--- config.mk ---
export PLATFORM = sky130hd
export DESIGN_NAME = matmul_sequencer
export DESIGN_NICKNAME = d
export VERILOG_FILES = /design/src/rtl/matmul_sequencer.sv
export SDC_FILE = /design/constraint.sdc
export NUM_CORES = 1
export LEC_CHECK = 0
export CORE_MARGIN = 10
export CORE_UTILIZATION = 43
export DETAILED_ROUTE_END_ITERATION = 10
export PLACE_DENSITY = 0.78
export SYNTH_ARGS = -nofsm -noshare
export SYNTH_HDL_FRONTEND = slang
export SYNTH_SLANG_ARGS = --single-unit
--- constraint.sdc ---
create_clock -name clk -period 4.8 [get_ports clk]
set_input_delay 0.96 -clock clk [delete_from_list [all_inputs] [get_ports clk]]
set_output_delay 0.96 -clock clk [all_outputs]
set_load 0.02 [all_outputs]
--- src/rtl/matmul_sequencer.sv ---
// matmul_sequencer: steps one dot-product engine across an [M x N]*[N x O] multiply, buffering and writing C row by row.
module matmul_sequencer #(
  parameter int BATCH_SIZE = 8,
  parameter int LOG_BATCH_SIZE = 3,
  parameter int OUTPUT_FEATURES = 8,
  parameter int LOG_OUTPUT_FEATURES = 3,
  parameter int OUTPUT_WIDTH = 16
) (
  input  logic clk,
  input  logic reset,
  input  logic start,
  input  logic abort,
  output logic busy,
  output logic done,
  output logic err,
  output logic [LOG_BATCH_SIZE-1:0] inputAddr,
  output logic [LOG_OUTPUT_FEATURES-1:0] weightAddr,
  output logic dp_start,
  input  logic dp_valid,
  input  logic [OUTPUT_WIDTH-1:0] dp_result,
  output logic [OUTPUT_FEATURES*OUTPUT_WIDTH-1:0] outputData,
  output logic [LOG_BATCH_SIZE-1:0] outputAddr,
  output logic outputWrEn,
  input  logic wr_ready
);
  typedef enum logic [2:0] {IDLE, LOAD, ISSUE, WAIT, WRITE, DONE} state_t;
  state_t state, stateNext;
  logic [LOG_BATCH_SIZE-1:0] row;
  logic [LOG_OUTPUT_FEATURES-1:0] col;
  logic lastCol, lastRow;
  assign lastCol = col == LOG_OUTPUT_FEATURES'(OUTPUT_FEATURES - 1);
  assign lastRow = row == LOG_BATCH_SIZE'(BATCH_SIZE - 1);
  always_comb begin
    stateNext = state;
    case (state)
      IDLE:  stateNext = start ? LOAD : IDLE;
      LOAD:  stateNext = ISSUE;
      ISSUE: stateNext = WAIT;
      WAIT:  stateNext = dp_valid ? (lastCol ? WRITE : LOAD) : WAIT;
      WRITE: stateNext = wr_ready ? (lastRow ? DONE : LOAD) : WRITE;
      default: stateNext = IDLE;
    endcase
    if (abort) stateNext = IDLE;
    busy = state != IDLE;
    done = state == DONE;
    dp_start = state == ISSUE;
    outputWrEn = state == WRITE;
    inputAddr = row;
    outputAddr = row;
    weightAddr = col;
  end
  always_ff @(posedge clk or posedge reset) begin
    if (reset) begin
      state <= IDLE;
      row <= '0;
      col <= '0;
      err <= 1'b0;
      outputData <= '0;
    end else begin
      state <= stateNext;
      if (abort) begin
        row <= '0;
        col <= '0;
      end else if (state == IDLE && start) begin
        row <= '0;
        col <= '0;
        err <= 1'b0;
      end else if (state == WAIT && dp_valid) begin
        outputData[col*OUTPUT_WIDTH +: OUTPUT_WIDTH] <= dp_result;
        col <= lastCol ? col : col + 1'b1;
      end else if (state == WRITE && wr_ready && !lastRow) begin
        row <= row + 1'b1;
        col <= '0;
      end
      // a result strobe outside WAIT is dropped but remembered
      if (dp_valid && state != WAIT) err <= 1'b1;
    end
  end
endmodule

---- Word level (Yosys, flattened, before mapping) ----
Cells that the tools add are included.
word-level totals
  bits in registers ....................... 138
  latch bits .............................. 0
  memory bits (writable) .................. 0
  bits in read-only memories .............. 0
  bits of input ports ..................... 22
  output and inout port bits .............. 142
  memories kept ........................... 0
cells by class
  add/sub/neg operators ................... 3
  multipliers ............................. 0
  divide/modulo/power cells ............... 0
  $lt $le $gt $ge ......................... 0
  equality and inequality tests ........... 11
  shift operators ......................... 2
  multiplexer cells ....................... 20
  bitwise gates (word level) .............. 2
  reductions and logical operators ........ 15
operator list
  kind                         count
  $bwmux W128                  1
  $shift A16 B34 Y128 const A  1
  $shiftx A16 B34 Y128         1
  $mux W3                      14
  $neg A7 Y34                  1
  $pmux W3 S5                  1
  $eq A3 B3 Y1 const B         4
  $add A3 B1 Y3 const B        2
  $eq A3 B2 Y1 const B         2
  $reduce_and A2 Y1            3
  $reduce_bool A3 Y1           2
  $logic_and A1 B1 Y1          5
  $mux W1                      4
  $ne A4 B4 Y1 const B         1
  $reduce_bool A4 Y1           1
  $eq A3 B1 Y1 const B         1
  $logic_not A3 Y1             1
  $ne A3 B2 Y1 const B         1
  $ne A3 B3 Y1 const B         1
  $reduce_and A3 Y1            1
  $ne A2 B1 Y1 const B         1
  $not A1 Y1                   2
  $reduce_bool A2 Y1           1
  $logic_not A1 Y1             1

---- Longest topological paths before layout ----
Gate-level depths: netlist (run 1).
  depth in word-level cells ............... 7
  gate-level depth with buffers ........... 9
  depth with buffers taken out ............ 7

---- Least setup slack after synthesis (run 1) ----
OpenSTA, ideal clock, no wires.
  path kind ............................... reg-to-reg
  from .................................... register col[0] (netlist: weightAddr[0])
  to ...................................... register outputData[100]
  setup time .............................. 0.125 ns
  arrival ................................. 2.390 ns
  path slack .............................. 2.285 ns
  stages on the path, launching flop included .. 8
  cells stage by stage .................... dfrtp_1 > inv_1 > ha_1 > ha_1 > or4_1 > nor3_4 > buf_6 > mux2_2
between the ends
  word-level cells in the longest chain between the ends .. 3
RTL lines
  what                                                         RTL line  text
  start: declaration                                           29        logic [LOG_OUTPUT_FEATURES-1:0] col;
  start signal: assignment                                     70        col <= lastCol ? col : col + 1'b1;
  $neg A7 Y34 *                                                69        outputData[col*OUTPUT_WIDTH +: OUTPUT_WIDTH] <= dp_result;
  $shiftx A16 B34 Y128 or $shift A16 B34 Y128 (tied branches)  69
  $bwmux W128 *                                                69
  end signal: indexed assignment                               69
  end: declaration                                             21        output logic [OUTPUT_FEATURES*OUTPUT_WIDTH-1:0] outputData,
Every way passes the cells marked *; elsewhere a longest branch is shown, timed or not.
A chain may end at the register's enable or synchronous reset.

---- Worst setup path after layout (run 1) ----
  from .................................... register col[0] (netlist: weightAddr[0])
  to ...................................... register outputData[40]
The elaborated chain is that of the path after synthesis.

==> results of run 1 <==
-- cells in the final DEF, fill, tap and decap left out, types with 3 or more instances in the layout --
cell type / count
dfrtp_1: 138
nand2b_1: 4
inv_1: 17
nand2_1: 38
nor2b_1: 6
clkdlybuf4s50_1: 163
ha_1: 6
nand3_1: 3
clkinvlp_4: 5
mux2i_1: 15
mux2_4: 20
clkbuf_16: 17
and2_1: 6
o21ai_0: 13
buf_4: 5
nor2_1: 14
inv_6: 4
mux2_2: 85
-- cells in the mapped netlist --
cell type  instances
a211oi_1           1
a21bo_2            1
a21oi_1            2
a22o_1             1
a31oi_1            1
and2_1             6
and3_1             1
and4bb_1           1
buf_2              3
buf_4              4
buf_6              8
clkbuf_1           8
clkbuf_2           1
dfrtp_1          138
ha_1               6
inv_1             18
mux2_1             1
mux2_2            85
mux2_4            20
mux2i_1           15
nand2_1           38
nand2b_1           4
nand3_1            3
nand3_4            1
nand4_1            1
nand4_2            1
nand4_4            2
nand4b_1           1
nor2_1            14
nor2b_1            6
nor3_4             2
nor3b_1            2
nor4b_1            1
o21ai_0           13
o21bai_1           1
o22ai_1            1
or2_2              1
or3_1              1
or3b_2             1
or4_1              1
xor2_1             1
-- power breakdown --
group | leakage (nW) | switching [mW] | total [mW] | internal (mW)
registers | 1.85 | 0.0232 | 1.22 | 1.20
logic | 1.73 | 0.121 | 0.224 | 0.103
clock network | 0.278 | 0.508 | 1.30 | 0.795
-- critical path: cells and delay by family, from the launching register on --
kind / cells / cell delay [ps]
and+or+nand+nor: 2 / 1160
buffers and inverters: 3 / 720
adders and majority gates: 2 / 670
DFF: 1 / 660
muxes: 1 / 210
-- cell type report --
type                            instances  area (sq um)  share of cell area, %
Tap cell                              176           220                   2.71
Clock inverter                         13           143                   1.75
Clock buffer                           19           453                   5.57
Multi-Input combinational cell        237          2130                   26.1
Inverter                               18          72.6                  0.892
Sequential cell                       138          3450                   42.4
Timing Repair Buffer                  168          1670                   20.5
-- worst min path at each step --
stage,startpoint,end,cells after the start
2_1_floorplan,err$_DFFE_PP0P_,err$_DFFE_PP0P_,2
3_3_place_gp,err$_DFFE_PP0P_,err$_DFFE_PP0P_,2
3_5_place_dp,err$_DFFE_PP0P_,err$_DFFE_PP0P_,2
4_1_cts,err$_DFFE_PP0P_,err$_DFFE_PP0P_,2
5_1_grt,err$_DFFE_PP0P_,err$_DFFE_PP0P_,2
6_report,err$_DFFE_PP0P_,err$_DFFE_PP0P_,2
-- registers in the layout (all words and copies together) (netlist names) --
name / cells
inputAddr: 3
state: 3
err: 1
outputData: 128
weightAddr: 3
-- routing by layer --
metal  global-route usage (%)  up-vias  part of all wire (%)
met2                     28.6      109                    50
met3                     7.82       14                   8.2
met1                     20.5     1989                    41
li1                         -     1758                     -
met4                     5.50        0                   1.0
met5                        0        -                     0
-- cell families (layout without fill, tap and decap cells) --
family	Yosys count	after routing	synth area share [%]
adder cells (fa/ha/maj)	6	6	1.29
buffers and inverters	42	218	4.09
AND/OR/NAND/NOR	88	88	8.63
XOR/XNOR	1	1	0.151
flip-flops	138	138	59.4
AO/OA/AOI/OAI	21	21	2.09
multiplexers	121	121	24.4
==> flow_metrics.py, run 1 <==
metrics = {
    "status": {
        "status": "complete, no violations",
    },
    "clocking": {
        "postCtsResizedCells": 0,
        "clkTransAtPathRegs_ps": 60,
        "ctsHoldBuffers": 0,
        "max-clock-path-buffers": 2,
        "postCtsSetupBuffers": 0,
        "htreeDepth": 4,
        "clkLatencyLatePin_ps": 420,
        "cts_tree": "done",
        "clock-sinks": 138,
        "numCtsBuffers": 17,
        "cts_root_buffer": "clkbuf_16",
    },
    "power_and_ir_drop": {
        "ir_drop_v": 0.000192,
        "fin_total_pwr_mw": 2.75,
        "p_leak_nw": 3.86,
        "powerDensity_nw_per_um2": 338,
    },
    "detailed_routing": {
        "drtIter0Drc": 201,
        "vias_per_cell": 5.03,
        "ant_nets": 0,
        "routed_wl_microns": 16000,
        "firstDrtPassIters": 4,
        "vias": 3870,
        "drc": 0,
        "avgRoutedWirePerCell_microns": 20.8,
    },
    "floorplanning": {
        "initial_core_util_pct": 43.9,
        "die_w_microns": 136,
        "io_pins": 164,
        "core-area_sq_um": 13200,
        "rows": 42,
        "die_h_microns": 136,
        "fp.dieArea_sq_um": 18600,
    },
    "grt": {
        "grt_max_degree": 116,
        "grt_first_pass_wirelength_microns": 24800,
        "overflow": 0,
        "track_usage_pct": 17.6,
        "first_global_vias": 4175,
        "antenna_found_initial": 0,
    },
    "finish": {
        "utilization_pct": 61.4,
        "fillers": 1074,
        "fin_cells": 769,
        "drive_above_1_share_pct": 25.6,
        "syn_to_final_growth_pct": 39.9,
        "diodes": 0,
        "final_nets": 608,
        "final_area_sq_um": 8140,
    },
    "run": {
        "max-cap-violations": 0,
    },
    "yosys": {
        "yosysTopAreaCell": "dfrtp_1",
        "ys_seq_elements": 138,
        "synthTopCellsByArea": "dfrtp_1 (59%), mux2_2 (16%), mux2_4 (5.2%)",
        "ys_warn_count": 0,
        "synth_area_sq_um": 5820,
        "synth.distinct_cells": 41,
        "postSynthCellCount": 417,
        "syn_area_per_cell_sq_um": 13.9,
        "netlist.area_leader.share_pct": 59.4,
        "syn-num-nets": 445,
        "ys_seq_area_share_pct": 59.4,
    },
    "sta": {
        "worst_pin_slew_ps": 1030,
        "fin_setup_tns_ps": 0,
        "fin_crit_ps": 3520,
        "clock_skew_ps": 5.29,
        "finalHoldViolCount": 0,
        "layout_setup_ws_ps": 1280,
        "setup_viol": 0,
        "post-route-period-util_pct": 73.3,
        "maxSlewViolCount": 0,
        "fmax_mhz": 284,
        "whs_ps": 471,
        "max-slew-margin-rel_pct": 31.1,
        "grt_setup_unrepaired": "false",
    },
    "setup_path": {
        "cp_slowest_stage_delay_ps": 660,
        "path_class": "reg -> reg",
        "worst_r2r_endpoint": "outputData[40]$_DFFE_PP0P_",
        "worstPathRequired_ps": 5140,
        "arrival_ps": 3850,
        "critPathSlowestCell": "dfrtp_1",
        "rr_worst_depth": 8,
        "path_cells": "inv_1, ha_1, ha_1, buf_4, nor4b_1, and3_1, buf_4, mux2i_1",
        "path_max_fanout": 21,
        "reg2reg_slack_ps": 1280,
        "critPathLaunch": "weightAddr[0]$_DFFE_PP0P_",
        "crit_path_end_kind": "flop",
        "cp-endpoint": "outputData[40]$_DFFE_PP0P_",
        "r2r-start": "weightAddr[0]$_DFFE_PP0P_",
        "critPathLaunchType": "flop",
    },
    "worst_hold_path": {
        "hp-class": "reg -> reg",
    },
    "place": {
        "dpl_cell_area_sq_um": 7540,
        "place_inst": 737,
        "pre_cts_ws_ps": 1270,
        "dp_hpwl_microns": 11500,
        "port_buffers": 163,
        "gp_congestion": 0.808,
    },
}
Note: power is estimated with default switching activity, not from simulation.
==> run 2: changes to the inputs <==
--- a/config.mk
+++ b/config.mk
@@ -8,7 +8,7 @@
 export CORE_MARGIN = 10
 export CORE_UTILIZATION = 43
 export DETAILED_ROUTE_END_ITERATION = 10
-export PLACE_DENSITY = 0.78
+export PLACE_DENSITY = 0.75
 export SYNTH_ARGS = -nofsm -noshare
 export SYNTH_HDL_FRONTEND = slang
 export SYNTH_SLANG_ARGS = --single-unit
==> constraint.sdc (replaced) <==
create_clock -name clk -period 3.3 [get_ports clk]
set_input_delay 0.66 -clock clk [delete_from_list [all_inputs] [get_ports clk]]
set_output_delay 0.66 -clock clk [all_outputs]
set_load 0.02 [all_outputs]
==> run 2 against run 1 <==
Combinational power rose by 43%. Register-to-register slack got worse by 690 ps. Total power rose by 56%. Utilization rose by 1.2 points. Clock-buffer cell count did not move. Routed wire length fell by 1.9%. Clock skew barely moved. Largest cell class unchanged.
==> flow_metrics.py, run 2 (synthesis gave the netlist of run 1 again) <==
metrics = {
    "status": {
        "status": "complete, no violations",
    },
    "clocking": {
        "postCtsSetupBuffers": 0,
        "clkLatencyLatePin_ps": 410,
        "clkTransAtPathRegs_ps": 60,
        "clock-sinks": 138,
        "ctsHoldBuffers": 0,
        "htreeDepth": 4,
        "cts_tree": "done",
        "numCtsBuffers": 17,
        "max-clock-path-buffers": 2,
        "cts_root_buffer": "clkbuf_16",
        "postCtsResizedCells": 0,
    },
    "floorplanning": {
        "die_h_microns": 136,
        "rows": 42,
        "io_pins": 164,
        "core-area_sq_um": 13200,
        "fp.dieArea_sq_um": 18600,
        "initial_core_util_pct": 43.9,
        "die_w_microns": 136,
    },
    "power_and_ir_drop": {
        "power_frac_comb_pct": 7.5,
        "p_leak_nw": 3.96,
        "p_clk_share_pct": 51.1,
        "switchingPower_mw": 0.936,
        "powerDensity_nw_per_um2": 516,
        "ir_drop_v": 0.000317,
        "p_int_mw": 3.34,
        "seqPwrFrac_pct": 41.4,
        "switching_share_pct": 21.9,
    },
    "sta": {
        "maxSlewViolCount": 0,
        "fin_crit_ps": 2810,
        "fin_setup_tns_ps": 0,
        "clock_skew_ps": 5.64,
        "fmax_mhz": 356,
        "finalHoldViolCount": 0,
        "worst_pin_slew_ps": 765,
        "post-route-period-util_pct": 85.2,
        "grt_setup_unrepaired": "false",
        "setup_viol": 0,
        "max-slew-margin-rel_pct": 49.0,
    },
    "finish": {
        "largest_reg_flops": 128,
        "diodes": 0,
        "layout_commonest_cell": "clkdlybuf4s50_1",
        "regMostFlops": "outputData",
        "syn_to_final_growth_pct": 42.6,
        "final_area_sq_um": 8290,
        "layout_common_cells": "clkdlybuf4s50_1 (163), dfrtp_1 (138), mux2_2 (85), nand2_1 (38), mux2_4 (20)",
        "drive_above_1_share_pct": 26.5,
        "fillers": 1003,
        "final_nets": 616,
    },
    "run": {
        "max-cap-violations": 0,
    },
    "detailed_routing": {
        "routed_wl_microns": 15700,
        "vias_per_cell": 5.00,
        "firstDrtPassIters": 5,
        "vias": 3882,
        "drc": 0,
        "avgRoutedWirePerCell_microns": 20.2,
        "drtIter0Drc": 217,
        "ant_nets": 0,
    },
    "worst_hold_path": {
        "hp-class": "reg -> reg",
    },
    "setup_path": {
        "path_max_fanout": 11,
        "critPathLaunchType": "flop",
        "crit_path_end_kind": "primary output",
        "arrival_ps": 2150,
        "worstPathRequired_ps": 2640,
        "path_class": "reg -> out",
    },
    "grt": {
        "first_global_vias": 4160,
        "track_usage_pct": 17.0,
        "antenna_found_initial": 0,
        "overflow": 0,
        "grt_first_pass_wirelength_microns": 24200,
        "grt_max_degree": 139,
    },
    "place": {
        "dp_hpwl_microns": 11300,
        "port_buffers": 163,
        "gp_congestion": 0.858,
        "dpl_cell_area_sq_um": 7610,
    },
}
==> run 2: changes by cell type in the layout (fill, tap and decap cells not counted), sizes merged <==
cell	delta
bufinv	+4
inv	-1
clkinvlp	-3
buf	+8
==> run 2: stage by stage <==
step | hold slack (ps) | total power [mW] | cells | utilization (%) | worst slack, ps
2_1_floorplan | 570 | 1.95 | 417 | - | 785
3_3_place_gp | 461 | 2.12 | 745 | 57.5 | 556
3_5_place_dp | 455 | 2.13 | 745 | 57.5 | 544
4_1_cts | 467 | 4.32 | 777 | 62.6 | 457
5_1_grt | 510 | 4.41 | 777 | 62.6 | 372
6_report | 464 | 4.28 | 777 | 62.6 | 488
==> run 2: path summary, 6_finish.rpt <==
path,endpoint,cells after the start,slack [ps],start
min in group asynchronous,inputAddr[1]$_DFFE_PP0P_,3,780,reset
hold reg to reg,err$_DFFE_PP0P_,2,460,err$_DFFE_PP0P_
setup / recovery,outputWrEn,3,490,state[0]$_DFF_PP0_
max in group asynchronous,err$_DFFE_PP0P_,3,1910,reset
setup reg to reg,outputData[40]$_DFFE_PP0P_,7,590,weightAddr[1]$_DFFE_PP0P_
hold / removal,err$_DFFE_PP0P_,2,460,err$_DFFE_PP0P_
==> run 2: worst max-delay path, stage by stage, from the launching register on <==
cell and delay [ps]:
dfrtp_1 480, or3b_2 530, inv_1 110, clkdlybuf4s50_1 620
==> run 2: power groups by stage <==
| stage | Combinational, mW | Sequential [mW] | Clock [mW] |
|---|---|---|---|
| 3_3_place_gp | 0.322 | 1.80 | 0 |
| 4_1_cts | 0.327 | 1.77 | 2.22 |
| 2_1_floorplan | 0.0963 | 1.85 | 0 |
| 6_report | 0.320 | 1.77 | 2.19 |
| 3_5_place_dp | 0.325 | 1.80 | 0 |
| 5_1_grt | 0.344 | 1.78 | 2.29 |
==> run 2: final cells by class <==
class	count	area, sq um	share of cell area (%)
Multi-Input combinational cell	237	2130	25.6
Timing Repair Buffer	176	1740	21.0
Clock buffer	19	443	5.34
Inverter	18	71.3	0.860
Tap cell	176	220	2.65
Sequential cell	138	3450	41.6
Clock inverter	13	239	2.88
==> run 2: metal layers <==
metal,vias up,routed length (microns),track usage [%]
met1,1970,6470,20.2
li1,1779,-,-
met3,13,1500,7.82
met5,-,0,0
met4,0,175,5.56
met2,120,7560,26.9
